[config.mk]
export PLATFORM = sky130hd
export DESIGN_NAME = cpu_multicycle_param
export DESIGN_NICKNAME = d
export VERILOG_FILES = /design/src/rtl/cpu_multicycle_param.sv
export SDC_FILE = /design/constraint.sdc
export NUM_CORES = 1
export LEC_CHECK = 0
export BUFFER_PORTS_ARGS = -buffer_cell sky130_fd_sc_hd__buf_2
export CAP_MARGIN = 20
export CORE_ASPECT_RATIO = 1.5
export CORE_MARGIN = 5
export CORE_UTILIZATION = 62
export CTS_CLUSTER_DIAMETER = 100
export DETAILED_ROUTE_END_ITERATION = 8
export GPL_TIMING_DRIVEN = 1
export PLACE_DENSITY = 0.91
export SLEW_MARGIN = 0
export SYNTH_ARGS = -nofsm -noshare
export SYNTH_HDL_FRONTEND = slang
export SYNTH_SLANG_ARGS = --single-unit
[constraint.sdc]
create_clock -name CLK -period 5.03 [get_ports CLK]
set_clock_uncertainty 0.2 [all_clocks]
set_input_delay 1.2575 -clock CLK [delete_from_list [all_inputs] [get_ports CLK]]
set_output_delay 1.2575 -clock CLK [all_outputs]
set_load 0.01 [all_outputs]
[src/rtl/cpu_multicycle_param.sv]
// Parametrised multi-cycle CPU: 32-bit instructions fetched over a req/valid
// handshake, sequenced FETCH -> DECODE -> EXEC -> WB, with an internal
// register file, j/beq branches, halt and a sticky illegal-opcode flag.
module cpu_multicycle_param #(
  parameter int DATA_W     = 8,
  parameter int REG_ADDR_W = 3
) (
  input  logic        CLK,
  input  logic        RESET_N,
  output logic [31:0] PC,
  output logic        INSTR_REQ,
  input  logic        INSTR_VALID,
  input  logic [31:0] INSTRUCTION,
  output logic        RETIRED,
  output logic        HALTED,
  output logic        ILLEGAL
);

  localparam int NREGS = 2 ** REG_ADDR_W;

  localparam logic [7:0] OP_LOADI = 8'h00;
  localparam logic [7:0] OP_MOV   = 8'h01;
  localparam logic [7:0] OP_ADD   = 8'h02;
  localparam logic [7:0] OP_SUB   = 8'h03;
  localparam logic [7:0] OP_AND   = 8'h04;
  localparam logic [7:0] OP_OR    = 8'h05;
  localparam logic [7:0] OP_J     = 8'h06;
  localparam logic [7:0] OP_BEQ   = 8'h07;
  localparam logic [7:0] OP_HALT  = 8'hFF;

  typedef enum logic [2:0] {
    S_FETCH  = 3'd0,
    S_DECODE = 3'd1,
    S_EXEC   = 3'd2,
    S_WB     = 3'd3,
    S_HALT   = 3'd4
  } state_t;

  state_t state_r, state_next_s;

  logic [31:0]       pc_r;
  logic [31:0]       npc_r;
  logic [31:0]       ir_r;
  logic [DATA_W-1:0] a_r;
  logic [DATA_W-1:0] b_r;
  logic [DATA_W-1:0] res_r;
  logic              wen_r;
  logic              illegal_r;
  logic [DATA_W-1:0] regs_r [NREGS];

  // Instruction fields; only the low REG_ADDR_W bits of each register field matter
  logic [7:0]            opcode_s;
  logic [REG_ADDR_W-1:0] dst_s;
  logic [REG_ADDR_W-1:0] src1_s;
  logic [REG_ADDR_W-1:0] src2_s;
  logic [DATA_W-1:0]     imm_ext_s;
  logic [31:0]           off_ext_s;
  logic [31:0]           pc_plus4_s;
  logic [31:0]           branch_pc_s;
  logic                  unused_ir_bits_s;

  assign opcode_s    = ir_r[31:24];
  assign dst_s       = ir_r[16 +: REG_ADDR_W];
  assign src1_s      = ir_r[8 +: REG_ADDR_W];
  assign src2_s      = ir_r[0 +: REG_ADDR_W];
  assign imm_ext_s   = DATA_W'(signed'(ir_r[7:0]));
  assign off_ext_s   = 32'(signed'(ir_r[23:16]));
  assign pc_plus4_s  = pc_r + 32'd4;
  assign branch_pc_s = pc_plus4_s + {off_ext_s[29:0], 2'b00};
  assign unused_ir_bits_s = ^ir_r[15:8];

  // ALU / control decode results used in EXEC
  logic [DATA_W-1:0] alu_s;
  logic              wen_s;
  logic [31:0]       npc_s;
  logic              illegal_s;

  // State register: async reset to FETCH
  always_ff @(posedge CLK or negedge RESET_N) begin
    if (!RESET_N) begin
      state_r <= S_FETCH;
    end else begin
      state_r <= state_next_s;
    end
  end

  // Next-state logic: fetch waits for the memory ack, halt is absorbing
  always_comb begin
    state_next_s = state_r;
    case (state_r)
      S_FETCH: begin
        if (INSTR_VALID) begin
          state_next_s = S_DECODE;
        end else begin
          state_next_s = S_FETCH;
        end
      end
      S_DECODE: state_next_s = S_EXEC;
      S_EXEC: begin
        if (opcode_s == OP_HALT) begin
          state_next_s = S_HALT;
        end else begin
          state_next_s = S_WB;
        end
      end
      S_WB:    state_next_s = S_FETCH;
      S_HALT:  state_next_s = S_HALT;
      default: state_next_s = S_FETCH;
    endcase
  end

  // Outputs decoded from state; the request drops as soon as reset asserts
  always_comb begin
    INSTR_REQ = (state_r == S_FETCH) && RESET_N;
    RETIRED   = (state_r == S_WB);
    HALTED    = (state_r == S_HALT);
    PC        = pc_r;
    ILLEGAL   = illegal_r;
  end

  // Execute stage combinational ALU, write enable and next-PC selection
  always_comb begin
    alu_s     = '0;
    wen_s     = 1'b0;
    npc_s     = pc_plus4_s;
    illegal_s = 1'b0;
    case (opcode_s)
      OP_LOADI: begin alu_s = imm_ext_s; wen_s = 1'b1; end
      OP_MOV:   begin alu_s = b_r;       wen_s = 1'b1; end
      OP_ADD:   begin alu_s = a_r + b_r; wen_s = 1'b1; end
      OP_SUB:   begin alu_s = a_r - b_r; wen_s = 1'b1; end
      OP_AND:   begin alu_s = a_r & b_r; wen_s = 1'b1; end
      OP_OR:    begin alu_s = a_r | b_r; wen_s = 1'b1; end
      OP_J:     npc_s = branch_pc_s;
      OP_BEQ: begin
        if (a_r == b_r) begin
          npc_s = branch_pc_s;
        end else begin
          npc_s = pc_plus4_s;
        end
      end
      OP_HALT:  npc_s = pc_r;
      default:  illegal_s = 1'b1;
    endcase
  end

  // Datapath: IR latch, operand read, result capture, register write-back and PC update
  always_ff @(posedge CLK or negedge RESET_N) begin
    if (!RESET_N) begin
      pc_r      <= 32'd0;
      npc_r     <= 32'd0;
      ir_r      <= 32'd0;
      a_r       <= '0;
      b_r       <= '0;
      res_r     <= '0;
      wen_r     <= 1'b0;
      illegal_r <= 1'b0;
      for (int i = 0; i < NREGS; i++) begin
        regs_r[i] <= '0;
      end
    end else begin
      case (state_r)
        S_FETCH: begin
          if (INSTR_VALID) begin
            ir_r <= INSTRUCTION;
          end
        end
        S_DECODE: begin
          a_r <= regs_r[src1_s];
          b_r <= regs_r[src2_s];
        end
        S_EXEC: begin
          res_r <= alu_s;
          wen_r <= wen_s;
          npc_r <= npc_s;
          if (illegal_s) begin
            illegal_r <= 1'b1;
          end
        end
        S_WB: begin
          if (wen_r) begin
            regs_r[dst_s] <= res_r;
          end
          pc_r <= npc_r;
        end
        default: begin
        end
      endcase
    end
  end

endmodule

## Word-level counts from Yosys, hierarchy flattened

Index checks and enable logic that the tools add are counted.

| cells by class | value |
|---|---|
| $add $sub $neg | 4 |
| $lt $le $gt $ge | 4 |
| eq/ne operators | 13 |
| multiplexer cells | 16 |
| bitwise gates (word level) | 6 |
| reduce and logical (&&, ||, !) cells | 9 |

Operators with widths:

| cell | number |
|---|---|
| case mux 32 bit (3 select lines) | 1 |
| bitwise mux 64 bit | 1 |
| binary-select mux 8 bit (select 3 bit) | 2 |
| case mux 8 bit (6 select lines) | 1 |
| 2-to-1 mux 8 bit | 5 |
| adder 32 x 3 -> 32 bit (second input constant) | 1 |
| adder 32 bit | 1 |
| equality test 8 x 3 -> 1 bit (second input constant) | 4 |
| 2-to-1 mux 32 bit | 1 |
| demux 8 bit (select 3 bit) | 1 |
| equality test 8 x 2 -> 1 bit (second input constant) | 2 |
| >= comparator 4 bit (second input constant) | 3 |
| NOT 3 -> 4 bit | 3 |
| case mux 3 bit (4 select lines) | 1 |
| OR reduction 9 bit | 1 |
| adder 8 bit | 1 |
| bitwise AND 8 bit | 1 |
| equality test 8 x 1 -> 1 bit (second input constant) | 1 |
| equality test 8 bit | 1 |
| equality test 8 bit (second input constant) | 1 |
| zero test 8 bit | 1 |
| OR 8 bit | 1 |
| subtractor 8 bit | 1 |
| equality test 3 x 2 -> 1 bit (second input constant) | 2 |
| other kinds (10) | 14 |

| word-level totals | value |
|---|---|
| bits in registers | 189 |
| input port bits | 35 |
| output and inout bits | 36 |
| word-level logic and storage cells | 69 |

## Longest topological paths before layout

| logic depth | value |
|---|---|
| depth in word-level cells | 6 |
| mapped depth | 18 |
| depth with buffers taken out | 16 |

## Worst setup path before layout

Ideal clock, no wire load.

| timing | value |
|---|---|
| path kind | register -> register |
| from | reg pc_r[9] (netlist: PC[9]) |
| to | reg npc_r[31] |
| setup time | 0.137 ns |
| arrival | 3.443 ns |
| required time | 4.693 ns |
| path slack | 1.250 ns |
| cell stages (with the launch flop) | 19 |
| path buffers | 3 |
| period minus slack after synthesis | 3.780 ns |
| cell sequence | dfrtp_1 -> clkbuf_1 -> and3_1 -> nand2_1 -> nor3b_2 -> and3_1 -> buf_2 -> xor2_1 -> ha_1 -> clkbuf_1 -> nand3_1 -> nor2_1 -> inv_1 -> a311oi_1 -> nor3_1 -> nor3_1 -> mux2i_1 -> a211oi_1 -> a21oi_1 |

| on the way | value |
|---|---|
| longest elaborated chain between the ends | 4 |

RTL lines:

| item | RTL line | RTL |
|---|---|---|
| start: declaration | 41 | `logic [31:0] pc_r;` |
| start signal: assignment | 184 | `pc_r <= npc_r;` |
| adder 32 x 3 -> 32 bit * | 68 | `assign pc_plus4_s = pc_r + 32'd4;` |
| adder 32 bit | 69 | `assign branch_pc_s = pc_plus4_s + {off_ext_s[29:0], 2'b00};` |
| 2-to-1 mux 32 bit | 136 | `if (a_r == b_r) begin` |
| case mux 32 bit (3 select lines) * | 127 | `case (opcode_s)` |
| end signal: assignment | 175 | `npc_r <= npc_s;` |
| end: declaration | 42 | `logic [31:0] npc_r;` |

Every way passes the cells marked *; elsewhere a longest branch is shown, timed or not.
A chain may end at the register's enable or synchronous reset.

## Worst setup path in the final report

| timing | value |
|---|---|
| from | reg pc_r[4] (netlist: PC[4]) |
| to | reg npc_r[31] |

The elaborated chain is that of the path after synthesis.

==> impl_metrics.env <==
export IMPL_status="completed"
export IMPL_power_density_nw_per_um2=628
export IMPL_grt_pass1_vias=9775
export IMPL_grt_remaining_overflow=0
export IMPL_cts_setup_buffers=0
export IMPL_report_final_slew_viol_count=0
export IMPL_worstPathMaxFanout=8
export IMPL_layout_setup_ws_ns=0.450
export IMPL_clkSinkCount=184
export IMPL_initialDrtViolationCount=1032
export IMPL_fmax_mhz=218
export IMPL_grt_total_usage_pct=28.9
export IMPL_diodes=0
export IMPL_place_gp_congestion=0.924
export IMPL_h_tree_depth=4
export IMPL_dpl_cell_count=1431
export IMPL_portBuffers=65
export IMPL_cts_buffers=17
export IMPL_fillers=1251
export IMPL_cp_required_ns=5.13
export IMPL_cts_root_buf="clkbuf_16"
export IMPL_multi_input_area_sq_um=6540
export IMPL_rsz0062_at_grt="false"
export IMPL_fp_row_count=61
export IMPL_fp_dieH_um=177
export IMPL_dieArea_sq_um=21500
export IMPL_tritoncts="yes"
export IMPL_cp_end_kind="flop"
export IMPL_grt_max_degree=84
export IMPL_initial_core_util_pct=62.6
export IMPL_crit_slowest_cell="dfrtp_1"
export IMPL_register_area_sq_um=4600
export IMPL_final_core_util_pct=69.2
export IMPL_hold_buffers=0
export IMPL_core_area_sq_um=18400
export IMPL_worstHoldPathType="reg -> reg"
export IMPL_wire_per_inst_um=20.7
export IMPL_crit_path_start_kind="flop"
export IMPL_vias=9572
export IMPL_layout_cells_non_filler=1465
export IMPL_finalCriticalPeriod_ns=4.58
export IMPL_via_per_inst=6.53
export IMPL_critPathMaxStageDelay_ns=0.50
export IMPL_ys_seq_elements=184
export IMPL_synth_warnings=0
export IMPL_area_growth_pct=10.5
export IMPL_finalSetupTns_ns=0
export IMPL_worstMarginPinSlew_ns=1.11
export IMPL_synth_enable_flop_cells=0
export IMPL_setup_viol=0
export IMPL_maxCapViolCount=0
export IMPL_antenna_found_initial=0
export IMPL_drive_gt1_share_pct=21.0
export IMPL_wirelength_um=30300
export IMPL_syn_area_sq_um=11500
export IMPL_async_flop_share_pct=100
export IMPL_cts_reportedPaths_clkPinSlew_ns=0.07
export IMPL_ant_nets=0
export IMPL_synth_avg_cell_area_sq_um=9.95
export IMPL_die_w_um=121
export IMPL_synth_ff_type="dfrtp_1"
export IMPL_nets=1296
export IMPL_hold_violations=0
export IMPL_synth_distinct_cells=62
export IMPL_cts_resized=0
export IMPL_place_ws_ns=0.614
export IMPL_dp_hpwl_um=20400
export IMPL_clk_latency_ns=0.44
export IMPL_seq_area_frac_synth_pct=40.0
export IMPL_pin_count=71
export IMPL_cpMostUsedCell="nand3_1"
export IMPL_leakagePower_nw=6.02
export IMPL_synthCells=1158
export IMPL_slew_headroom_pct=26.0
export IMPL_crit_arrival_ns=4.68
export IMPL_cts_max_path_buffers=2
export IMPL_placed_area_sq_um=12100
export IMPL_criticalPathCategory="reg -> reg"
export IMPL_final_cell_area_sq_um=12700
export IMPL_drc_errors=0
export IMPL_drt_pass1_iter_count=6
export IMPL_synth_nets=1253
export IMPL_peakVddDrop_v=0.000394
export IMPL_finalCritPeriodShare_pct=91.0
export IMPL_crit_chain="and3_1, nand3_1, nor3b_2, and3_1, nand3_1, xnor2_1, ha_1, nand3_1, nor2_1, inv_1, a311oi_1, nor3_1, nor3_1, mux2i_1, a211oi_1, a21oi_1"
export IMPL_grt_pass1_wl_um=49300
[power by group]
part           internal, W  switching [W]  total, W  leakage, nW
sequential         0.00193       0.000722   0.00265         2.40
clock             0.000665       0.000667   0.00133        0.287
combinational      0.00177        0.00225   0.00402         3.34
[cells in the mapped netlist (all sizes together), types with 10 or more instances]
master,number,area (sq um)
xnor2,36,315
mux4,35,788
o21ai,52,260
nor2,67,251
inv,38,143
nor3,19,95.1
dfrtp,184,4600
and2,14,87.6
nand3,23,115
buf,12,61.3
a31oi,14,87.6
a21o,19,143
mux2,90,1010
mux2i,21,210
clkbuf,49,184
nor2b,10,62.6
ha,57,713
a21oi,84,432
nand2,179,672
and3,13,81.3
xor2,22,193
o21bai,11,82.6
[cell families after synthesis]
logic type | Yosys count | share of synthesized area, %
adders and majority gates | 60 | 6.71
muxes | 146 | 17.5
DFF | 184 | 40.0
buffers and inverters | 99 | 3.37
AOI/OAI and AO/OA | 249 | 13.8
xor gates and xnor gates | 58 | 4.41
and+or+nand+nor | 362 | 14.3
[critical path, delay by kind of cell (launching register included)]
| family | cells | cell delay (ns) |
|---|---|---|
| AOI/OAI and AO/OA | 3 | 0.61 |
| DFF | 1 | 0.50 |
| buffers and inverters | 1 | 0.06 |
| xor gates and xnor gates | 1 | 0.18 |
| adders and majority gates | 1 | 0.41 |
| muxes | 1 | 0.13 |
| and+or+nand+nor | 9 | 2.34 |
[final cells by class]
type | instances | area share (%)
multi-input combinational | 875 | 51.4
inverter | 38 | 1.12
sequential | 184 | 36.2
clock buffer | 17 | 3.34
timing repair buffer | 85 | 4.27
clock inverter | 14 | 1.25
tap | 252 | 2.48
[registers in the layout, indices dropped and copies added, names as in the netlist]
signal and cells:
a_r 8, PC 32, ILLEGAL 1, state_r 3, wen_r 1, ir_r 27
regs_r 64, res_r 8, b_r 8, npc_r 32
[final timing paths]
check | startpoint | endpoint | slack [ns] | cells after the start
min in group asynchronous | RESET_N | npc_r[12] | 0.58 | 1
max | PC[4] | npc_r[31] | 0.45 | 16
max reg2reg | PC[4] | npc_r[31] | 0.45 | 16
min | npc_r[14] | PC[14] | 0.27 | 2
max in group asynchronous | RESET_N | npc_r[5] | 3.01 | 2
min reg2reg | npc_r[14] | PC[14] | 0.27 | 2
[through the flow]
| stage | total power (W) | hold slack, ns |
|---|---|---|
| 6_report | 0.00800 | 0.272 |
| 5_1_grt | 0.00855 | 0.281 |
| 4_1_cts | 0.00787 | 0.269 |
| 3_5_place_dp | 0.00647 | 0.251 |
| 3_3_place_gp | 0.00628 | 0.242 |
| 2_1_floorplan | 0.00545 | 0.239 |
[layout by cell type, fill, tap and decap left out, drive strengths merged, types with 7 or more instances in the layout]
cell / n
xnor2: 36
ha: 57
and2: 14
dfrtp: 184
a21oi: 84
nor2b: 10
inv: 45
o21a: 8
nand4: 9
o21ai: 52
o22ai: 8
o21bai: 11
a221oi: 9
a21o: 19
and3: 13
mux4: 35
nand3: 23
nor4: 7
nor2: 67
mux2i: 21
clkinv: 7
nand2: 179
a31oi: 14
mux2: 90
buf: 84
clkbuf: 18
nor3: 19
xor2: 22
[metal layers]
metal	vias up	routed length (um)	GRT usage (%)
met4	0	1650	16.2
met5	-	0	0
met1	4709	11100	34.4
met2	490	15500	49.9
li1	4242	-	-
met3	131	2000	4.22
Power figures use the tool's default switching activity.
